### src/rtl/uart_cmd_pkg.sv
// Shared constants, state encodings and frame packing for the UART command master.
package uart_cmd_pkg;

    localparam logic [7:0] CMD_READ  = 8'h52;
    localparam logic [7:0] CMD_WRITE = 8'h57;
    localparam logic [7:0] CMD_RESET = 8'h2F;

    localparam logic [2:0] FRAME_LEN_WR = 3'd6;
    localparam logic [2:0] FRAME_LEN_RD = 3'd4;

    typedef enum logic [1:0] {
        IDLE,
        SEND,
        WAIT_RSP,
        DONE
    } state_t;

    typedef enum logic [1:0] {
        RX_IDLE,
        RX_START,
        RX_DATA,
        RX_STOP
    } rx_state_t;

    // Byte 0 (the command letter) lands in bits [47:40] so the frame shifts out MSB-byte first.
    function automatic logic [47:0] pack_frame(input logic       write,
                                               input logic [22:0] addr,
                                               input logic [15:0] data);
        return {(write ? CMD_WRITE : CMD_READ), 1'b0, addr[22:16], addr[15:8], addr[7:0], data};
    endfunction

endpackage

### src/rtl/uart_byte_tx.sv
// 8N1 byte serialiser; a new start is accepted in the same cycle as done for gap-free frames.
module uart_byte_tx #(
    parameter int DELAY_FRAMES = 234
) (
    input  logic       clk,
    input  logic       rst_n,
    input  logic       start,
    input  logic [7:0] data,
    output logic       tx,
    output logic       busy,
    output logic       done
);

    localparam int             CW       = (DELAY_FRAMES > 1) ? $clog2(DELAY_FRAMES) : 1;
    localparam logic [CW-1:0] BIT_LAST = CW'(DELAY_FRAMES - 1);

    logic [CW-1:0] cnt;
    logic [3:0]    bit_idx;
    logic [8:0]    shreg;

    assign done = busy && (cnt == BIT_LAST) && (bit_idx == 4'd9);

    // NOTE: state registers use non-blocking assignments so every flop samples pre-edge values.
    always_ff @(posedge clk or negedge rst_n) begin
        if (!rst_n) begin
            tx      <= 1'b1;
            busy    <= 1'b0;
            cnt     <= '0;
            bit_idx <= '0;
            shreg   <= '1;
        end else if (start) begin
            tx      <= 1'b0;
            busy    <= 1'b1;
            cnt     <= '0;
            bit_idx <= '0;
            shreg   <= {1'b1, data};
        end else if (busy) begin
            if (cnt == BIT_LAST) begin
                cnt <= '0;
                if (bit_idx == 4'd9) begin
                    busy <= 1'b0;
                end else begin
                    tx      <= shreg[0];
                    shreg   <= {1'b1, shreg[8:1]};
                    bit_idx <= bit_idx + 4'd1;
                end
            end else begin
                cnt <= cnt + CW'(1);
            end
        end
    end

endmodule

### src/rtl/uart_cmd_master.sv
// Serialises read/write requests as ASCII UART command frames and collects 2-byte read responses.
module uart_cmd_master
    import uart_cmd_pkg::*;
#(
    parameter int DELAY_FRAMES   = 234,
    parameter int TIMEOUT_CYCLES = 1048576
) (
    input  logic        sys_clk,
    input  logic        sys_rst_n,
    input  logic        cmd_valid,
    output logic        cmd_ready,
    input  logic        cmd_write,
    input  logic [22:0] cmd_address,
    input  logic [15:0] cmd_data,
    output logic        done,
    output logic        rsp_valid,
    output logic [15:0] rsp_data,
    output logic        rsp_error,
    output logic        busy,
    output logic        uart_tx,
    input  logic        uart_rx
);

    localparam int             CW        = (DELAY_FRAMES > 1) ? $clog2(DELAY_FRAMES) : 1;
    localparam int             TW        = (TIMEOUT_CYCLES > 1) ? $clog2(TIMEOUT_CYCLES) : 1;
    localparam logic [CW-1:0] BIT_LAST  = CW'(DELAY_FRAMES - 1);
    localparam logic [CW-1:0] HALF_LAST = CW'(DELAY_FRAMES / 2 - 1);
    localparam logic [TW-1:0] TO_LAST   = TW'(TIMEOUT_CYCLES - 1);

    state_t      state, state_next;
    logic [47:0] frame;
    logic [2:0]  frame_len;
    logic [2:0]  byte_idx;
    logic        is_write;
    logic        accept;
    logic        tx_start, tx_busy, tx_done;
    logic        set_ok, set_err;

    rx_state_t   rx_state;
    logic        rx_meta, rx_sync;
    logic [CW-1:0] rx_cnt;
    logic [2:0]  rx_bit;
    logic [7:0]  rx_shift, rx_hi;
    logic        rx_have_first;
    logic        rx_stop_sample, rx_byte_ok, rx_frame_err;
    logic [TW-1:0] to_cnt;
    logic        timeout;

    assign cmd_ready = (state == IDLE);
    assign busy      = ~cmd_ready;
    assign accept    = cmd_valid && cmd_ready;

    uart_byte_tx #(
        .DELAY_FRAMES(DELAY_FRAMES)
    ) u_byte_tx (
        .clk  (sys_clk),
        .rst_n(sys_rst_n),
        .start(tx_start),
        .data (frame[47:40]),
        .tx   (uart_tx),
        .busy (tx_busy),
        .done (tx_done)
    );

    // NOTE: every output of this block gets a default first, so no path can infer a latch.
    always_comb begin
        state_next = state;
        tx_start   = 1'b0;
        set_ok     = 1'b0;
        set_err    = 1'b0;
        case (state)
            IDLE: if (accept) state_next = SEND;
            SEND: begin
                tx_start = (!tx_busy || tx_done) && (byte_idx != frame_len);
                if (tx_done && (byte_idx == frame_len))
                    state_next = is_write ? DONE : WAIT_RSP;
            end
            WAIT_RSP: begin
                if (rx_byte_ok && rx_have_first) begin
                    state_next = DONE;
                    set_ok     = 1'b1;
                end else if (rx_frame_err || timeout) begin
                    state_next = DONE;
                    set_err    = 1'b1;
                end
            end
            DONE:    state_next = IDLE;
            default: state_next = IDLE;
        endcase
    end

    always_ff @(posedge sys_clk or negedge sys_rst_n) begin
        if (!sys_rst_n) begin
            state     <= IDLE;
            frame     <= '0;
            frame_len <= '0;
            byte_idx  <= '0;
            is_write  <= 1'b0;
            done      <= 1'b0;
            rsp_valid <= 1'b0;
            rsp_error <= 1'b0;
            rsp_data  <= '0;
        end else begin
            state     <= state_next;
            done      <= (state_next == DONE);
            rsp_valid <= set_ok;
            rsp_error <= set_err;
            if (accept) begin
                frame     <= pack_frame(cmd_write, cmd_address, cmd_data);
                frame_len <= cmd_write ? FRAME_LEN_WR : FRAME_LEN_RD;
                is_write  <= cmd_write;
                byte_idx  <= '0;
            end else if (tx_start) begin
                frame    <= {frame[39:0], 8'h00};
                byte_idx <= byte_idx + 3'd1;
            end
            if (set_ok)
                rsp_data <= {rx_hi, rx_shift};
        end
    end

    // uart_rx comes from another clock domain; two flops before any decision is made on it.
    always_ff @(posedge sys_clk or negedge sys_rst_n) begin
        if (!sys_rst_n) begin
            rx_meta <= 1'b1;
            rx_sync <= 1'b1;
        end else begin
            rx_meta <= uart_rx;
            rx_sync <= rx_meta;
        end
    end

    assign rx_stop_sample = (state == WAIT_RSP) && (rx_state == RX_STOP) && (rx_cnt == BIT_LAST);
    assign rx_byte_ok     = rx_stop_sample && rx_sync;
    assign rx_frame_err   = rx_stop_sample && !rx_sync;

    always_ff @(posedge sys_clk or negedge sys_rst_n) begin
        if (!sys_rst_n) begin
            rx_state      <= RX_IDLE;
            rx_cnt        <= '0;
            rx_bit        <= '0;
            rx_shift      <= '0;
            rx_hi         <= '0;
            rx_have_first <= 1'b0;
        end else if (state != WAIT_RSP) begin
            rx_state      <= RX_IDLE;
            rx_cnt        <= '0;
            rx_bit        <= '0;
            rx_have_first <= 1'b0;
        end else begin
            case (rx_state)
                RX_IDLE: if (!rx_sync) begin
                    rx_state <= RX_START;
                    rx_cnt   <= '0;
                end
                RX_START: if (rx_cnt == HALF_LAST) begin
                    rx_cnt   <= '0;
                    rx_bit   <= '0;
                    rx_state <= rx_sync ? RX_IDLE : RX_DATA;
                end else begin
                    rx_cnt <= rx_cnt + CW'(1);
                end
                RX_DATA: if (rx_cnt == BIT_LAST) begin
                    rx_cnt   <= '0;
                    rx_shift <= {rx_sync, rx_shift[7:1]};
                    if (rx_bit == 3'd7) rx_state <= RX_STOP;
                    else                rx_bit   <= rx_bit + 3'd1;
                end else begin
                    rx_cnt <= rx_cnt + CW'(1);
                end
                RX_STOP: if (rx_cnt == BIT_LAST) begin
                    rx_cnt   <= '0;
                    rx_state <= RX_IDLE;
                    if (rx_sync && !rx_have_first) begin
                        rx_hi         <= rx_shift;
                        rx_have_first <= 1'b1;
                    end
                end else begin
                    rx_cnt <= rx_cnt + CW'(1);
                end
                default: rx_state <= RX_IDLE;
            endcase
        end
    end

    assign timeout = (state == WAIT_RSP) && (to_cnt == TO_LAST);

    always_ff @(posedge sys_clk or negedge sys_rst_n) begin
        if (!sys_rst_n)
            to_cnt <= '0;
        else if (state != WAIT_RSP)
            to_cnt <= '0;
        else if (to_cnt != TO_LAST)
            to_cnt <= to_cnt + TW'(1);
    end

endmodule

### config.mk
export PLATFORM = sky130hd
export DESIGN_NAME = uart_cmd_master
export DESIGN_NICKNAME = d
export VERILOG_FILES = /design/src/rtl/uart_cmd_pkg.sv /design/src/rtl/uart_byte_tx.sv /design/src/rtl/uart_cmd_master.sv
export SDC_FILE = /design/constraint.sdc
export NUM_CORES = 1
export LEC_CHECK = 0
export ABC_AREA = 1
export BUFFER_PORTS_ARGS = -buffer_cell sky130_fd_sc_hd__buf_2
export CORE_ASPECT_RATIO = 2
export CORE_MARGIN = 1
export CORE_UTILIZATION = 45
export CTS_CLUSTER_DIAMETER = 50
export CTS_CLUSTER_SIZE = 25
export DETAILED_ROUTE_END_ITERATION = 12
export GPL_TIMING_DRIVEN = 0
export SYNTH_ARGS = -nofsm -noshare
export SYNTH_HDL_FRONTEND = slang
export SYNTH_SLANG_ARGS = --single-unit
### constraint.sdc
create_clock -name sys_clk -period 3.2 [get_ports sys_clk]
set_input_delay 0.48 -clock sys_clk [delete_from_list [all_inputs] [get_ports sys_clk]]
set_output_delay 0.48 -clock sys_clk [all_outputs]
set_load 0.02 [all_outputs]
---- Yosys cells after proc, flatten, opt, wreduce, memory -nomap -nowiden ----
Cells that the tools add are included.
storage, ports and cells
  register bits ........................... 151
  input port bits ......................... 44
  output and inout port bits .............. 22
  word-level logic and storage cells ...... 150
cells by class
  add/sub/neg operators ................... 6
  equality and inequality tests ........... 24
  mux-type cells .......................... 61
  bitwise logic cells ..................... 2
  reduce and logical (&&, ||, !) cells .... 34
operator list
  kind                                                                    count
  48-bit two-way mux                                                      2
  8-bit two-way mux                                                       7
  20-bit two-way mux                                                      2
  9-bit two-way mux                                                       4
  2-bit two-way mux                                                       12
  8-bit one-hot mux with 3 select lines                                   1
  3-bit two-way mux                                                       7
  20-bit by 1-bit adder with 20-bit output (second input constant)        1
  20-bit equality test (second input constant)                            1
  20-bit != test (second input constant)                                  1
  1-bit two-way mux                                                       19
  8-bit by 1-bit adder with 8-bit output (second input constant)          2
  8-bit equality test (second input constant)                             2
  4-bit two-way mux                                                       4
  2-bit one-hot mux with 4 select lines                                   2
  3-bit != test (second input constant)                                   5
  2-bit nonzero test                                                      7
  1-bit logical AND                                                       12
  2-bit equality test (second input constant)                             5
  3-bit AND reduction                                                     3
  8-bit by 7-bit equality test with 1-bit output (second input constant)  1
  4-bit AND reduction                                                     2
  3-bit by 1-bit adder with 3-bit output (second input constant)          2
  3-bit one-hot mux with 2 select lines                                   1
  15 further kinds                                                        22

---- Longest topological paths before layout ----
Gate-level depths: netlist (run 1).
  depth in word-level cells ............... 9
  depth in mapped cells ................... 12
  depth with buffers taken out ............ 11

---- Cells and area by module ----
A second synthesis (run 1) with hierarchy kept.
unflattened totals
  cell total of the unflattened synthesis .. 871
  area, all modules ....................... 7193.1 um^2
by module, submodules not included
  module           instances  cells each  area an instance (um^2)  seq. area each (um^2)
  uart_cmd_master  1          706         5936.9                   3155.5
  uart_byte_tx     1          165         1256.2                   561.8

---- Worst setup path after synthesis (run 1) ----
Ideal clock, no wire load.
  path kind ............................... register to register
  start point ............................. reg state[1]
  end point ............................... reg frame[33]
  setup time .............................. 0.125 ns
  arrival ................................. 1.543 ns
  required time ........................... 3.075 ns
  setup slack ............................. 1.532 ns
  cell stages (with the launch flop) ...... 7
  buffers on the path ..................... 2
  clock period less this slack ............ 1.668 ns
  path through ............................ dfrtp_1 nor2_1 nand2_2 buf_2 buf_2 nand3_1 nand3_1
between the ends
  word-level cells in the longest chain between the ends .. 3
  elaborated cells on any way between the ends .. 6
  those cells by class .................... eq/ne: 1; mux: 2; reduce/logical: 3
RTL lines
  element                                                          RTL line                text
  from (decl)                                                      uart_cmd_master.sv:30   state_t state, state_next;
  from (signal assigned)                                           uart_cmd_master.sv:104  state <= state_next;
  2-bit logical NOT (*)                                            uart_cmd_master.sv:49   assign cmd_ready = (state == IDLE);
  via cmd_ready                                                    uart_cmd_master.sv:11   output logic cmd_ready,
  1-bit logical AND (*)                                            uart_cmd_master.sv:51   assign accept = cmd_valid && cmd_ready;
  48-bit two-way mux / 2-bit nonzero test (equally long branches)  -
  to (signal assigned)                                             uart_cmd_master.sv:109  frame <= pack_frame(cmd_write, cmd_address, cmd_data);
  to (signal assigned)                                             uart_cmd_master.sv:114  frame <= {frame[39:0], 8'h00};
  to (decl)                                                        uart_cmd_master.sv:31   logic [47:0] frame;
Mark *: on every way through the listed nets, which the timed path passes. The rest lies on a longest branch.
A chain may end at the register's enable or synchronous reset.

---- Final worst setup path (run 1) ----
  start point ............................. reg to_cnt[0]
  end point ............................... reg to_cnt[6]
between the ends
  word-level cells in the longest chain between the ends .. 3
  elaborated cells on any way between the ends .. 5
  those cells by class .................... add/sub: 1; eq/ne: 1; mux: 2; reduce/logical: 1
RTL lines
  element                                   RTL line                text
  from (decl)                               uart_cmd_master.sv:46   logic [TW-1:0] to_cnt;
  from (signal assigned)                    uart_cmd_master.sv:194  to_cnt <= to_cnt + TW'(1);
  20-bit by 1-bit adder with 20-bit output  uart_cmd_master.sv:194
  20-bit two-way mux                        uart_cmd_master.sv:193  else if (to_cnt != TO_LAST)
  20-bit two-way mux                        uart_cmd_master.sv:191  else if (state != WAIT_RSP)
Several ways; a longest one is shown, not always the timed one. The select of a mux whose other input is x is not followed.

==> results of run 1 <==
[final timing paths]
path,endpoint,slack [ps],cells after the start,start
worst min-delay path,to_cnt[5],40,1,sys_rst_n
worst min register to register,rx_sync,360,0,rx_meta
worst max-delay path,to_cnt[6],1230,10,to_cnt[0]
worst max register to register,to_cnt[6],1230,10,to_cnt[0]
max in group asynchronous,rsp_data[7],2330,2,sys_rst_n
min in group sys_clk,rx_meta,160,1,uart_rx
[power breakdown]
part           total, mW  internal, mW  switching (mW)  leakage (nW)
combinational     0.0658        0.0224          0.0434          1.85
clock               2.32          1.54           0.775         0.332
sequential          1.88          1.87         0.00222          1.97
total               4.26          3.44           0.821          4.15
[registers in the layout, indices dropped and copies added, names as in the netlist, 2 cells and up]
name               cells
rx_shift               8
rx_hi                  8
rx_bit                 3
to_cnt                20
frame_len              2
byte_idx               3
u_byte_tx.bit_idx      4
rx_state               2
frame                 48
rsp_data              16
rx_cnt                 8
u_byte_tx.cnt          8
u_byte_tx.shreg        8
state                  2
[placed cells by master (no fill, tap or decap), drive strengths merged]
cell	instances
o31ai	3
nor3	10
nor3b	1
nand3b	1
clkbuf	29
dfrtp	137
or2	3
a21oi	13
xor2	11
inv	80
nand3	124
o211ai	2
ha	11
and3	1
o22ai	4
o21a	1
nor2	67
o21ai	75
nand2	242
a31oi	6
dfstp	11
buf	89
xnor2	2
bufinv	7
nand4	15
clkinv	5
clkinvlp	1
[final cells by class]
cell class                      count  area [um^2]
Inverter                           80          305
Clock buffer                       19          433
Sequential cell                   148         3720
Multi-Input combinational cell    592         2900
Clock inverter                     13          254
Buffer                             33          246
Fill cell                        1512         7230
Tap cell                          201          251
Timing Repair Buffer               66          359
[logic make-up (layout without fill, tap and decap cells)]
group	Yosys count	after routing	synth area share [%]
flip-flops	148	148	51.8
XOR/XNOR	13	13	1.59
buffers and inverters	113	211	7.69
AO/OA/AOI/OAI	104	104	7.76
adder cells (fa/ha/maj)	11	11	1.92
AND/OR/NAND/NOR	464	464	29.2
[per-stage QoR]
step	setup WS [ps]	cell area, um^2	util (%)	instances
finish	1230	8470	53.9	1152
global route	1060	8470	53.9	1152
CTS	1210	8470	53.9	1152
detailed placement	1220	7780	49.6	1120
global placement	-654	7750	49.4	1119
floorplan	1530	7170	-	853
[worst register-to-register path, delay by kind of cell, from the launching register on]
| kind | cells | cell delay [ps] |
|---|---|---|
| adder cells (fa/ha/maj) | 1 | 310 |
| AND/OR/NAND/NOR | 7 | 840 |
| flip-flops | 1 | 450 |
| buffers and inverters | 1 | 190 |
| AO/OA/AOI/OAI | 1 | 120 |
[metal layers]
metal | GRT usage (%) | wire length [um] | vias up
li1 | - | - | 2954
met1 | 22.5 | 6270 | 2729
met2 | 43.4 | 9650 | 108
met5 | 0 | 0 | -
met4 | 7.75 | 375 | 0
met3 | 3.71 | 424 | 26
==> flow_summary.toml, run 1 <==
[sta]
worst_pin_slew_ps = 626
maxSlewViolCount = 0
period_minus_slack_ps = 1970
min_period_over_period_pct = 61.5
finalSetupViolCount = 0
holdWs_ps = 38.5
final-hold-violation-count = 0
fin_worst_skew_ps = 12.7
slew-limit-headroom_pct = 57.9
max_freq_mhz = 508
rsz0062_at_grt = "no"
tns_ps = 0

[place]
numPortBuffers = 65
dp_hpwl_um = 12500
place_congestion = 0.838

[global_routing]
globalRouteTotalUtil_pct = 21.9
grt_overflow = 0
grt_antenna_before_repair = 0
grt_max_degree = 88
grt_pass1_wl_um = 28400
grt_pass1_vias = 6022

[synth]
ys_seq_area_share_pct = 51.8
synthesis.area_um2 = 7170
synth_top_area_cell = "dfrtp_1"
async_reset_ff_share_pct = 100
synthCells = 853
avgSynthCellArea_um2 = 8.41
synth_top_area_share_pct = 47.8
synth.area.top_cells = "dfrtp_1 48%, nand2_1 12%, nand3_1 8.4%"
ys_warn_count = 0
synthMostInstantiatedCell = "nand2_1"
synth_edf_count = 0
yosys-top-cells-count = "235 x nand2_1, 137 x dfrtp_1, 121 x nand3_1"
synthFlopType = "dfrtp_1"
ys_ff_latch = 148
syn_nets = 908
ys_types = 43

[setup_path]
critPathKind = "flip-flop to flip-flop"
cp_top_family = "simple AND/OR/NAND/NOR gates"
path_cells = "ha_1 -> nand2_1 -> nor2_2 -> nand2_2 -> nor2_4 -> nand2_2 -> buf_6 -> nand2_1 -> nor2_1 -> a21oi_1"
path_buf_inv = 1
slowest_stage = "dfrtp_1"
cp.required_ps = 3540
critPathLaunchType = "flip-flop"
cp_data_arrival_time_ps = 2310
worst_setup_path_end_kind = "flip-flop"
path_max_fanout = 10
critPathMaxStageDelay_ps = 450

[clock_tree]
cts_tree = "yes"
cts_resized = 0
root_buffer = "clkbuf_16"
clkSinkCount = 148
clk_pin_slew_ps = 60
post_cts_buffers = 0
clk_latency_ps = 420
cts_buffers = 17
htree_num_levels = 4
clockBufferDepth = 2
holdBufCountCts = 0

[cells_and_area]
drive_gt1_share_pct = 16.8
num_antenna_cells = 0
layout.nets = 993
area_delta_synth_final_pct = 18.1

[route]
route.detailed.drc = 0
drt_iter0_drc = 267
antenna_left = 0
dr_total_vias = 5817
wl_per_cell_um = 14.5
dr.pass1.iters = 5
drt-total-wl_um = 16700
via_per_inst = 5.05

[power_and_ir_drop]
p_per_area_nw_per_um2 = 503
fin_total_pwr_mw = 4.26
peakVddDrop_mv = 0.431
leakage_nw = 4.15

[die]
die_w_um = 91.3
floorplan.initialDensity_pct = 45.7
fp-row-count = 65
coreArea_um2 = 15700
die_area_um2 = 16500
die_h_um = 181
io_pins = 66

[run]
drv_cap = 0

[run_status]
status = "finished clean"

[min_path]
worstHoldPathType = "input pin to async pin"
Note: power is estimated with default switching activity, not from simulation.
==> inputs of run 2 (changes only) <==
--- a/config.mk
+++ b/config.mk
@@ -14,6 +14,7 @@
 export CTS_CLUSTER_SIZE = 25
 export DETAILED_ROUTE_END_ITERATION = 12
 export GPL_TIMING_DRIVEN = 0
+export PLACE_DENSITY = 0.66
 export SYNTH_ARGS = -nofsm -noshare
 export SYNTH_HDL_FRONTEND = slang
 export SYNTH_SLANG_ARGS = --single-unit
==> constraint.sdc (replaced) <==
create_clock -name sys_clk -period 1.8 [get_ports sys_clk]
set_input_delay 0.27 -clock sys_clk [delete_from_list [all_inputs] [get_ports sys_clk]]
set_output_delay 0.27 -clock sys_clk [all_outputs]
set_load 0.02 [all_outputs]
==> flow_summary.toml, run 2 (synthesis gave the netlist of run 1 again) <==
[cells_and_area]
largest_reg_flops = 48
area_delta_synth_final_pct = 24.7
num_antenna_cells = 0
final_common_cell = "nand2_1"
layout.nets = 1019
final_cell_mix = "230 x nand2_1, 135 x dfrtp_1, 104 x nand3_1"
largestRegisters = "frame (48), to_cnt (20), rsp_data (16)"
drive_gt1_share_pct = 22.8
final_util_pct = 57.0
top_register = "frame"

[global_routing]
globalRouteTotalUtil_pct = 21.8
grt_max_degree = 78
grt_overflow = 0
gr-usage-met2_pct = 42.3
gr-usage-met3_pct = 2.78
busiest_layer = "met2"
grt_pass1_vias = 6160
use_met1_pct = 21.8
grt_pass1_wl_um = 28300
grt_antenna_before_repair = 0

[setup_path]
critPathLaunchType = "flip-flop"
cp.required_ps = 2150
critPathKind = "flip-flop to flip-flop"
critPathMaxStageDelay_ps = 400
cp-startpoint = "u_byte_tx.cnt[1]"
cp_top_family = "simple AND/OR/NAND/NOR gates"
slowest_stage = "dfrtp_1"
cp_data_arrival_time_ps = 2140
path_max_fanout = 7
worst_setup_path_end_kind = "flip-flop"
path_cells = "inv_2 -> ha_4 -> nand2_4 -> nor2_4 -> nand4_1 -> nand2_2 -> nand2_4 -> buf_12 -> clkinv_8 -> buf_8 -> nand3_2 -> nand3_2"
r2r-start = "u_byte_tx.cnt[1]"
path_buf_inv = 4

[clock_tree]
root_buffer = "clkbuf_16"
clkSinkCount = 148
cts_tree = "yes"
htree_num_levels = 4
clockBufferDepth = 2
clk_pin_slew_ps = 60
clk_latency_ps = 420
cts_buffers = 17

[min_path]
worstHoldPathType = "input pin to flip-flop"
min-delay-start = "cmd_address[0]"

[sta]
min_period_over_period_pct = 99.5
worst_slack_ps = 8.81
max_freq_mhz = 558
finalSetupViolCount = 0
final-hold-violation-count = 0
holdWs_ps = 50.8
rsz0062_at_grt = "yes"
slew-limit-headroom_pct = 51.4
worst_pin_slew_ps = 729
maxSlewViolCount = 0
fin_worst_skew_ps = 9.91
period_minus_slack_ps = 1790

[power_and_ir_drop]
comb_power_share_pct = 1.7
leakage_nw = 4.40
net-switching-power_mw = 1.51
peakVddDrop_mv = 0.635
p_clk_share_pct = 52.0
p_per_area_nw_per_um2 = 805
swShare_pct = 20.9
p_int_mw = 5.69
sequentialPowerShare_pct = 46.3

[die]
floorplan.initialDensity_pct = 45.7
die_area_um2 = 16500
io_pins = 66
fp-row-count = 65
die_h_um = 181
coreArea_um2 = 15700
die_w_um = 91.3

[route]
route.detailed.drc = 0
antenna_left = 0
via_per_inst = 5.15
wl_per_cell_um = 14.5
drt_iter0_drc = 151
drt-total-wl_um = 17100
dr_total_vias = 6072
dr.pass1.iters = 4

[place]
post-place-ws_ps = -175
dp_hpwl_um = 12200
place_congestion = 0.867
numPortBuffers = 65

[run]
drv_cap = 0

[run_status]
status = "finished clean"
-- run 2: cell count changes in the layout (fill, tap and decap cells not counted), sizes merged --
cell,delta
buf,+22
bufinv,-4
clkbuf,+3
clkinv,-1
clkinvlp,+2
dlygate4sd3,+2
inv,+2
-- run 2: final timing paths --
check,to,cells past startpoint,slack [ps]
setup / recovery,frame[35],12,9
hold / removal,frame[16],3,50
setup reg to reg,frame[35],12,9
hold reg to reg,rx_sync,0,360
max in group asynchronous,u_byte_tx.shreg[0],3,480
min in group asynchronous,rsp_data[14],2,450
-- run 2: layer usage --
metal	vias up	part of all wire, %
met1	2912	38
li1	3020	-
met2	104	57
met3	36	1.8
met4	0	3.4
met5	-	0
-- run 2: cell type report --
class,instances,area [um^2]
clock buffer,20,467
multi-input combinational,592,3100
inverter,80,319
fill,1405,6760
clock inverter,12,166
tap,201,251
buffer,33,288
timing repair buffer,92,627
sequential,148,3720
-- run 2: stage by stage --
stage	TNS, ps	instance area, um^2	power (mW)	cells
2_1_floorplan	0	7170	3.40	853
3_3_place_gp	-253730	7750	3.51	1119
3_5_place_dp	-4790	7780	3.52	1120
4_1_cts	-0.929	8550	7.28	1161
5_1_grt	-737	8940	7.41	1178
6_report	0	8940	7.20	1178
-- run 2: power groups by stage --
stage	Sequential, mW	Combinational, mW	Clock [mW]
6_report	3.34	0.121	3.74
5_1_grt	3.33	0.139	3.94
4_1_cts	3.34	0.126	3.82
3_5_place_dp	3.40	0.123	0
3_3_place_gp	3.40	0.114	0
2_1_floorplan	3.40	0.000648	0
-- run 2: timing repair --
item	CTS	global route
hold buffers	2	0
endpoints found under the setup margin	84	108
cloned	0	5
hold endpoints to repair	70	0
pin swaps	4	16
setup buffers	7	12
gates resized for setup	16	62
-- run 2: tightest hold or removal path: cells and delay by family --
kind,cells,cell delay (ps)
AND/OR/NAND/NOR,2,90
buffers and inverters,1,70
